<file path="config.mk">
export PLATFORM = sky130hd
export DESIGN_NAME = sonar_ping_tx
export DESIGN_NICKNAME = d
export VERILOG_FILES = /design/src/rtl/sonar_tx_pkg.sv /design/src/rtl/sonar_carrier_gen.sv /design/src/rtl/sonar_ping_tx.sv
export SDC_FILE = /design/constraint.sdc
export NUM_CORES = 1
export LEC_CHECK = 0
export ABC_AREA = 0
export CAP_MARGIN = 40
export CORE_MARGIN = 2
export CORE_UTILIZATION = 40
export CTS_CLUSTER_SIZE = 10
export DETAILED_ROUTE_END_ITERATION = 7
export GPL_TIMING_DRIVEN = 0
export HOLD_SLACK_MARGIN = 0.05
export SETUP_SLACK_MARGIN = 0.05
export SYNTH_ARGS = -nofsm -noshare
export SYNTH_HDL_FRONTEND = slang
export SYNTH_SLANG_ARGS = --single-unit
</file>
<file path="constraint.sdc">
create_clock -name clk -period 12.11 [get_ports clk]
set_input_delay 1.8165 -clock clk [delete_from_list [all_inputs] [get_ports clk]]
set_output_delay 1.8165 -clock clk [all_outputs]
set_load 0.1 [all_outputs]
</file>
<file path="src/rtl/sonar_tx_pkg.sv">
// Shared types and constants for the sonar transmit/echo-timing block.
package sonar_tx_pkg;

  // Ping sequencer states; encoding is visible on debug taps, keep it stable.
  typedef enum logic [1:0] {
    StIdle   = 2'd0,
    StBurst  = 2'd1,
    StBlank  = 2'd2,
    StListen = 2'd3
  } state_e;

  localparam int unsigned CNT_W_DEFAULT   = 16;
  localparam int unsigned BURST_W_DEFAULT = 8;

  // Reported time-of-flight when the listen window closes without an echo.
  localparam logic [CNT_W_DEFAULT-1:0] TOF_TIMEOUT = '1;

endpackage : sonar_tx_pkg

</file>
<file path="src/rtl/sonar_carrier_gen.sv">
// Differential carrier generator for the ultrasonic burst.
// en_i is high when the following cycle is a burst cycle; the first enabled
// cycle after an idle one starts the carrier high. done_o flags the last
// cycle of the final low half-period.
module sonar_carrier_gen
  import sonar_tx_pkg::*;
#(
  parameter int unsigned CNT_W   = CNT_W_DEFAULT,
  parameter int unsigned BURST_W = BURST_W_DEFAULT
) (
  input  logic               clk,
  input  logic               rst,
  input  logic               clear_i,
  input  logic               en_i,
  input  logic [CNT_W-1:0]   half_period_i,  // already clamped to >= 1
  input  logic [BURST_W-1:0] burst_len_i,    // >= 1 whenever en_i is used
  output logic               tx_p_o,
  output logic               tx_n_o,
  output logic               done_o
);

  logic               run_q, run_d;
  logic               tx_p_q, tx_p_d;
  logic               tx_n_q, tx_n_d;
  logic [CNT_W-1:0]   hp_cnt_q, hp_cnt_d;
  logic [BURST_W-1:0] cyc_q, cyc_d;
  logic               half_end;

  assign half_end = (hp_cnt_q == half_period_i - CNT_W'(1));
  assign done_o   = run_q & ~tx_p_q & half_end & (cyc_q == burst_len_i - BURST_W'(1));
  assign tx_p_o   = tx_p_q;
  assign tx_n_o   = tx_n_q;

  // Next carrier phase: restart high on entry, toggle at each half-period end.
  always_comb begin
    run_d    = run_q;
    tx_p_d   = tx_p_q;
    tx_n_d   = tx_n_q;
    hp_cnt_d = hp_cnt_q;
    cyc_d    = cyc_q;
    if (clear_i || !en_i) begin
      run_d    = 1'b0;
      tx_p_d   = 1'b0;
      tx_n_d   = 1'b0;
      hp_cnt_d = '0;
      cyc_d    = '0;
    end else if (!run_q) begin
      run_d    = 1'b1;
      tx_p_d   = 1'b1;
      tx_n_d   = 1'b0;
      hp_cnt_d = '0;
      cyc_d    = '0;
    end else if (half_end) begin
      hp_cnt_d = '0;
      tx_p_d   = ~tx_p_q;
      tx_n_d   = tx_p_q;
      // A full carrier cycle ends with its low half.
      if (!tx_p_q) begin
        cyc_d = cyc_q + BURST_W'(1);
      end
    end else begin
      hp_cnt_d = hp_cnt_q + CNT_W'(1);
    end
  end

  // Carrier state registers.
  always_ff @(posedge clk or posedge rst) begin
    if (rst) begin
      run_q    <= 1'b0;
      tx_p_q   <= 1'b0;
      tx_n_q   <= 1'b0;
      hp_cnt_q <= '0;
      cyc_q    <= '0;
    end else begin
      run_q    <= run_d;
      tx_p_q   <= tx_p_d;
      tx_n_q   <= tx_n_d;
      hp_cnt_q <= hp_cnt_d;
      cyc_q    <= cyc_d;
    end
  end

endmodule : sonar_carrier_gen

</file>
<file path="src/rtl/sonar_ping_tx.sv">
// Sonar ping transmitter: burst drive, receive blanking and first-echo timing.
// Time-of-flight is counted in clk cycles from the first cycle after start.
module sonar_ping_tx
  import sonar_tx_pkg::*;
#(
  parameter int unsigned CNT_W   = CNT_W_DEFAULT,
  parameter int unsigned BURST_W = BURST_W_DEFAULT
) (
  input  logic               clk,
  input  logic               rst,
  input  logic               start,
  input  logic               abort,
  input  logic [CNT_W-1:0]   half_period,
  input  logic [BURST_W-1:0] burst_len,
  input  logic [CNT_W-1:0]   blank_len,
  input  logic [CNT_W-1:0]   listen_len,
  input  logic               echo_in,
  output logic               tx_p,
  output logic               tx_n,
  output logic               blank,
  output logic               busy,
  output logic [CNT_W-1:0]   tof,
  output logic               tof_valid,
  output logic               timeout
);

  state_e             state_q;
  logic [CNT_W-1:0]   hp_q;           // shadow, clamped to >= 1
  logic [BURST_W-1:0] burst_len_q;
  logic [CNT_W-1:0]   blank_len_q;
  logic [CNT_W-1:0]   listen_len_q;
  logic [CNT_W-1:0]   tof_cnt_q;
  logic [CNT_W-1:0]   timer_q;        // shared by BLANK and LISTEN
  logic [CNT_W-1:0]   tof_q;
  logic               echo_prev_q;
  logic               blank_q;
  logic               busy_q;
  logic               tof_valid_q;
  logic               timeout_q;

  logic               echo_rise;
  logic               launch_burst;
  logic               carrier_en;
  logic               carrier_done;
  logic               blank_last;

  assign echo_rise    = echo_in & ~echo_prev_q;
  assign launch_burst = (state_q == StIdle) & start & ~abort & (burst_len != '0);
  // High when the next cycle is a burst cycle.
  assign carrier_en   = launch_burst | ((state_q == StBurst) & ~carrier_done);
  // Zero-length blanking still spends one cycle in BLANK.
  assign blank_last   = (blank_len_q == '0) | (timer_q == blank_len_q - CNT_W'(1));

  sonar_carrier_gen #(
    .CNT_W   (CNT_W),
    .BURST_W (BURST_W)
  ) u_carrier (
    .clk           (clk),
    .rst           (rst),
    .clear_i       (abort),
    .en_i          (carrier_en),
    .half_period_i (hp_q),
    .burst_len_i   (burst_len_q),
    .tx_p_o        (tx_p),
    .tx_n_o        (tx_n),
    .done_o        (carrier_done)
  );

  // Ping sequencer, timers, echo edge detect and registered status outputs.
  always_ff @(posedge clk or posedge rst) begin
    if (rst) begin
      state_q      <= StIdle;
      hp_q         <= CNT_W'(1);
      burst_len_q  <= '0;
      blank_len_q  <= '0;
      listen_len_q <= '0;
      tof_cnt_q    <= '0;
      timer_q      <= '0;
      tof_q        <= '0;
      echo_prev_q  <= 1'b0;
      blank_q      <= 1'b0;
      busy_q       <= 1'b0;
      tof_valid_q  <= 1'b0;
      timeout_q    <= 1'b0;
    end else begin
      echo_prev_q <= echo_in;
      tof_valid_q <= 1'b0;
      timeout_q   <= 1'b0;
      if (tof_cnt_q != '1) begin
        tof_cnt_q <= tof_cnt_q + CNT_W'(1);
      end

      if (abort) begin
        state_q <= StIdle;
        blank_q <= 1'b0;
        busy_q  <= 1'b0;
      end else begin
        case (state_q)
          StIdle: begin
            if (start) begin
              hp_q         <= (half_period == '0) ? CNT_W'(1) : half_period;
              burst_len_q  <= burst_len;
              blank_len_q  <= blank_len;
              listen_len_q <= listen_len;
              tof_cnt_q    <= '0;
              timer_q      <= '0;
              busy_q       <= 1'b1;
              blank_q      <= 1'b1;
              state_q      <= (burst_len != '0) ? StBurst : StBlank;
            end
          end
          StBurst: begin
            if (carrier_done) begin
              timer_q <= '0;
              state_q <= StBlank;
            end
          end
          StBlank: begin
            if (blank_last) begin
              timer_q <= '0;
              blank_q <= 1'b0;
              state_q <= StListen;
            end else begin
              timer_q <= timer_q + CNT_W'(1);
            end
          end
          StListen: begin
            // An echo on the expiry cycle still counts as an echo.
            if (echo_rise) begin
              tof_q       <= tof_cnt_q;
              tof_valid_q <= 1'b1;
              busy_q      <= 1'b0;
              state_q     <= StIdle;
            end else if (timer_q == listen_len_q) begin
              tof_q     <= '1;
              timeout_q <= 1'b1;
              busy_q    <= 1'b0;
              state_q   <= StIdle;
            end else begin
              timer_q <= timer_q + CNT_W'(1);
            end
          end
          default: begin
            state_q <= StIdle;
            busy_q  <= 1'b0;
            blank_q <= 1'b0;
          end
        endcase
      end
    end
  end

  assign blank     = blank_q;
  assign busy      = busy_q;
  assign tof       = tof_q;
  assign tof_valid = tof_valid_q;
  assign timeout   = timeout_q;

endmodule : sonar_ping_tx

</file>
==> reports/results.tsv <==
stage	metric	value	unit
run_status	run status	completed	
critical_path	Buf/Inv on CP	3	
die	Starting Density	0.411	
critical_path	capturing element type of the critical path	register	
finish	layout cell share with drive strength beyond 1	0.0828	
clocking	Max Buffers Root-to-Sink	2	
finish	antenna fix cells	0	
synth	post-synthesis async set-or-reset flop share	1.00	
sta	final setup fails	0	
grt	global-route wire length before repair	32.7	mm
clocking	total CTS buffers	17	
synth	Synth Flop Type	dfrtp_1	
pwr	Clock Power Share	0.324	
sta	sum of negative setup slack	0	ns
critical_path	R2R depth	11	
sta	relative slew slack	0.493	
sta	fmax	257	MHz
route	WL/cell	15.8	µm
synth	sequential area share after synthesis	0.447	
die	Die Y-Extent	143	µm
pwr	Pleak	4.31	nW
sta	Final Max Tran Viols	0	
route	Via density	5.08	
critical_path	CP cell instances	clkdlybuf4s50_1 > nand2b_1 > nand2_1 > a21oi_1 > inv_1 > nor3_2 > buf_6 > a22o_1	
finish	most common cell after layout, fill and taps aside	nand2_1	
critical_path	crit-path leading delay family	buffers and inverters	
pwr	IR drop worst, VDD	116	µV
critical_path	critical path type	in -> reg	
synth	Synth Cell Area	7730	µm²
route	max layer used	met4	
pwr	Sw Pwr	598	µW
clocking	CTS Sinks	138	
clocking	postcts setup bufs	0	
worst_hold_path	hold depth	2	
grt	initial antenna violation count	0	
clocking	Root Driver	clkbuf_16	
grt	largest net degree at the start of global routing	81	
clocking	worst-skew pair later-pin latency	0.44	ns
clocking	hold-fix buffers at CTS	0	
grt	via count of the first global-routing pass	6235	
placed_design	IO Port Bufs	81	
finish	area grow syn2layout	27.7	%
critical_path	RR Startpoint	hp_q[1]	
route	length of routed met3 wiring	972	µm
worst_hold_path	hold endpoint	listen_len_q[15]	
synth	largest area contributor in the netlist	dfrtp_1	
pwr	cell-internal power	1.12	mW
sta	Fin Clk Skew	0.0128	ns
critical_path	critical path's largest stage delay	0.61	ns
route	M1 WL	9.89	mm
clocking	H-tree levels	4	
die	Core Area	18800	µm²
route	final WL	19.8	mm
pwr	Sw Share	0.349	
critical_path	RR Endpoint	timer_q[3]	
sta	Slew @ Worst Pin	0.740	ns
worst_hold_path	Worst Hold Class	reg -> reg	
route	antenna-violating nets left	0	
synth	dominant cells by area after synthesis	dfrtp_1 (44%), nand2_1 (8.5%), xor2_1 (5.7%), xnor2_1 (5.2%), nor2_1 (3.4%)	
clocking	Post-CTS Resized	0	
route	initial DRC count	317	
route	DRT Pass-1 Iters	4	
synth	number of synthesized flops with an enable pin	0	
synth	Post-Synthesis Cells	853	
clocking	Worst-path clk slew	0.06	ns
placed_design	gp weighted congestion	0.854	
sta	Hold Slack	0.494	ns
route	DRC violations left	0	
sta	fin crit period	3.89	ns
grt	total grt overflow	0	
finish	commonest non-fill, non-tap cells in the layout	nand2_1 (176), dfrtp_1 (137), clkdlybuf4s50_1 (81)	
critical_path	Worst EP required	12.48	ns
pwr	PwrDens	174	nW/µm²
sta	Fin. Hold Viols	0	
die	Std-Cell Rows	50	
synth	syn_area_per_cell	9.06	µm²
critical_path	Startpoint Class	primary input	
finish	Final #Nets	1049	
finish	layout filler cell count	1754	
synth	Net Count, Synth	925	
pwr	Combinational Power Share	0.297	
synth	post-synth top area share	0.443	
die	die area	20500	µm²
placed_design	Post-Place Setup Slack	7.80	ns
synth	Unique masters post-synth	73	
pwr	sequential group share of total power	0.379	
placed_design	DP HPWL	14.6	mm
critical_path	data arrival time of the critical path	4.26	ns
synth	synth warn	0	
worst_hold_path	Worst Min Path Start	listen_len_q[15]	
clocking	CTS tree	done	
sta	RSZ-0062 raised after global routing	no	
critical_path	CP max FO	10	
sta	Final WS setup	8.22	ns
synth	Synth Register Bits	138	
grt	Global Route Usage Sum	0.205	
flow_run	max-cap violations	0	
critical_path	worst reg-to-reg setup slack	8.24	ns
route	met2 wire len	8.74	mm
route	detailed-route via count	6345	
critical_path	CP max-delay cell	a21oi_1	
sta	Final period util	0.321	
die	Ports	83	
die	Die Wd	143	µm
metrics by stage:
step / util / cell area, µm² / cells / total power, mW
6_report: 0.524 / 9870 / 1250 / 1.71
5_1_grt: 0.524 / 9870 / 1250 / 1.82
2_1_floorplan: - / 7730 / 853 / 1.01
3_5_place_dp: 0.491 / 9250 / 1218 / 1.16
4_1_cts: 0.524 / 9870 / 1250 / 1.73
3_3_place_gp: 0.471 / 8870 / 1194 / 1.14
power by group through the flow:
stage | Clock [mW] | Sequential, mW | Combinational (mW)
detailed placement | 0 | 0.654 | 0.510
finish | 0.555 | 0.649 | 0.510
global placement | 0 | 0.654 | 0.488
CTS | 0.565 | 0.649 | 0.513
global route | 0.587 | 0.664 | 0.571
floorplan | 0 | 0.651 | 0.359
cells by family (layout without fill, tap and decap cells):
logic type      Yosys count  after routing  synth area share
mux                       6              6           0.00793
compound gates          123            123             0.122
simple gates            414            414             0.260
flops                   138            138             0.447
buf+inv                  64            201            0.0330
fa+ha+maj                11             11            0.0178
xor+xnor                 97             97             0.112
how the worst max path moves through the flow:
stage	from	endpoint	slack [ns]	depth (start not counted)
4_1_cts	echo_in	timer_q[15]	8.24	8
3_3_place_gp	rst	blank_len_q[4]	4.45	2
2_1_floorplan	rst	blank	6.60	1
5_1_grt	hp_q[1]	timer_q[8]	7.95	11
3_5_place_dp	echo_in	timer_q[15]	7.80	8
6_report	echo_in	timer_q[5]	8.22	8
synthesized netlist by cell type (all sizes together), types with 3 or more instances:
| cell | count |
|---|---|
| nand2 | 176 |
| dfrtp | 137 |
| nor2 | 70 |
| xor2 | 50 |
| xnor2 | 46 |
| nand3 | 35 |
| clkbuf | 34 |
| inv | 21 |
| nor3 | 21 |
| a21oi | 19 |
| a221o | 19 |
| nor4 | 19 |
| o21ai | 19 |
| and3 | 14 |
| nor2b | 13 |
| nand2b | 12 |
| ha | 11 |
| o211ai | 11 |
| nand4 | 10 |
| a22o | 9 |
| buf | 9 |
| or4 | 9 |
| a211oi | 7 |
| and4 | 6 |
| or2 | 6 |
| or3 | 6 |
| mux2i | 5 |
| nand3b | 4 |
| a21boi | 3 |
| a21o | 3 |
| nor3b | 3 |
| o2111ai | 3 |
| o2bb2ai | 3 |
| o31ai | 3 |
| or4b | 3 |
area by class of cell:
class / instances / area [µm²] / share of cell area
Buffer: 43 / 176 / 0.0179
Clock buffer: 19 / 433 / 0.0438
Clock inverter: 13 / 193 / 0.0195
Inverter: 21 / 83.8 / 0.00849
Multi-Input combinational cell: 651 / 4020 / 0.407
Sequential cell: 138 / 3450 / 0.350
Tap cell: 260 / 325 / 0.0329
Timing Repair Buffer: 105 / 1190 / 0.120
state kept, by name, summed over array words and instances, names as in the netlist, 2 cells and up:
name / cells
hp_q: 16
u_carrier.cyc_q: 8
burst_len_q: 8
tof: 16
u_carrier.hp_cnt_q: 16
blank_len_q: 16
listen_len_q: 16
tof_cnt_q: 16
timer_q: 16
state_q: 2
layer usage:
metal	vias up	track usage
met5	-	0
met3	13	0.0540
met2	104	0.312
met1	3005	0.289
met4	0	0.0599
li1	3223	-
worst reg2reg max path, stage by stage, from the launching register on:
cell	delay, ns
dfrtp_1	0.43
inv_1	0.11
ha_1	0.28
or4b_4	0.52
nor4_2	0.27
mux2i_1	0.23
mux2i_1	0.25
nor4b_2	0.45
a21bo_2	0.20
buf_1	0.33
nand2_1	0.25
a221o_1	0.43
Note: power is estimated with default switching activity, not from simulation.
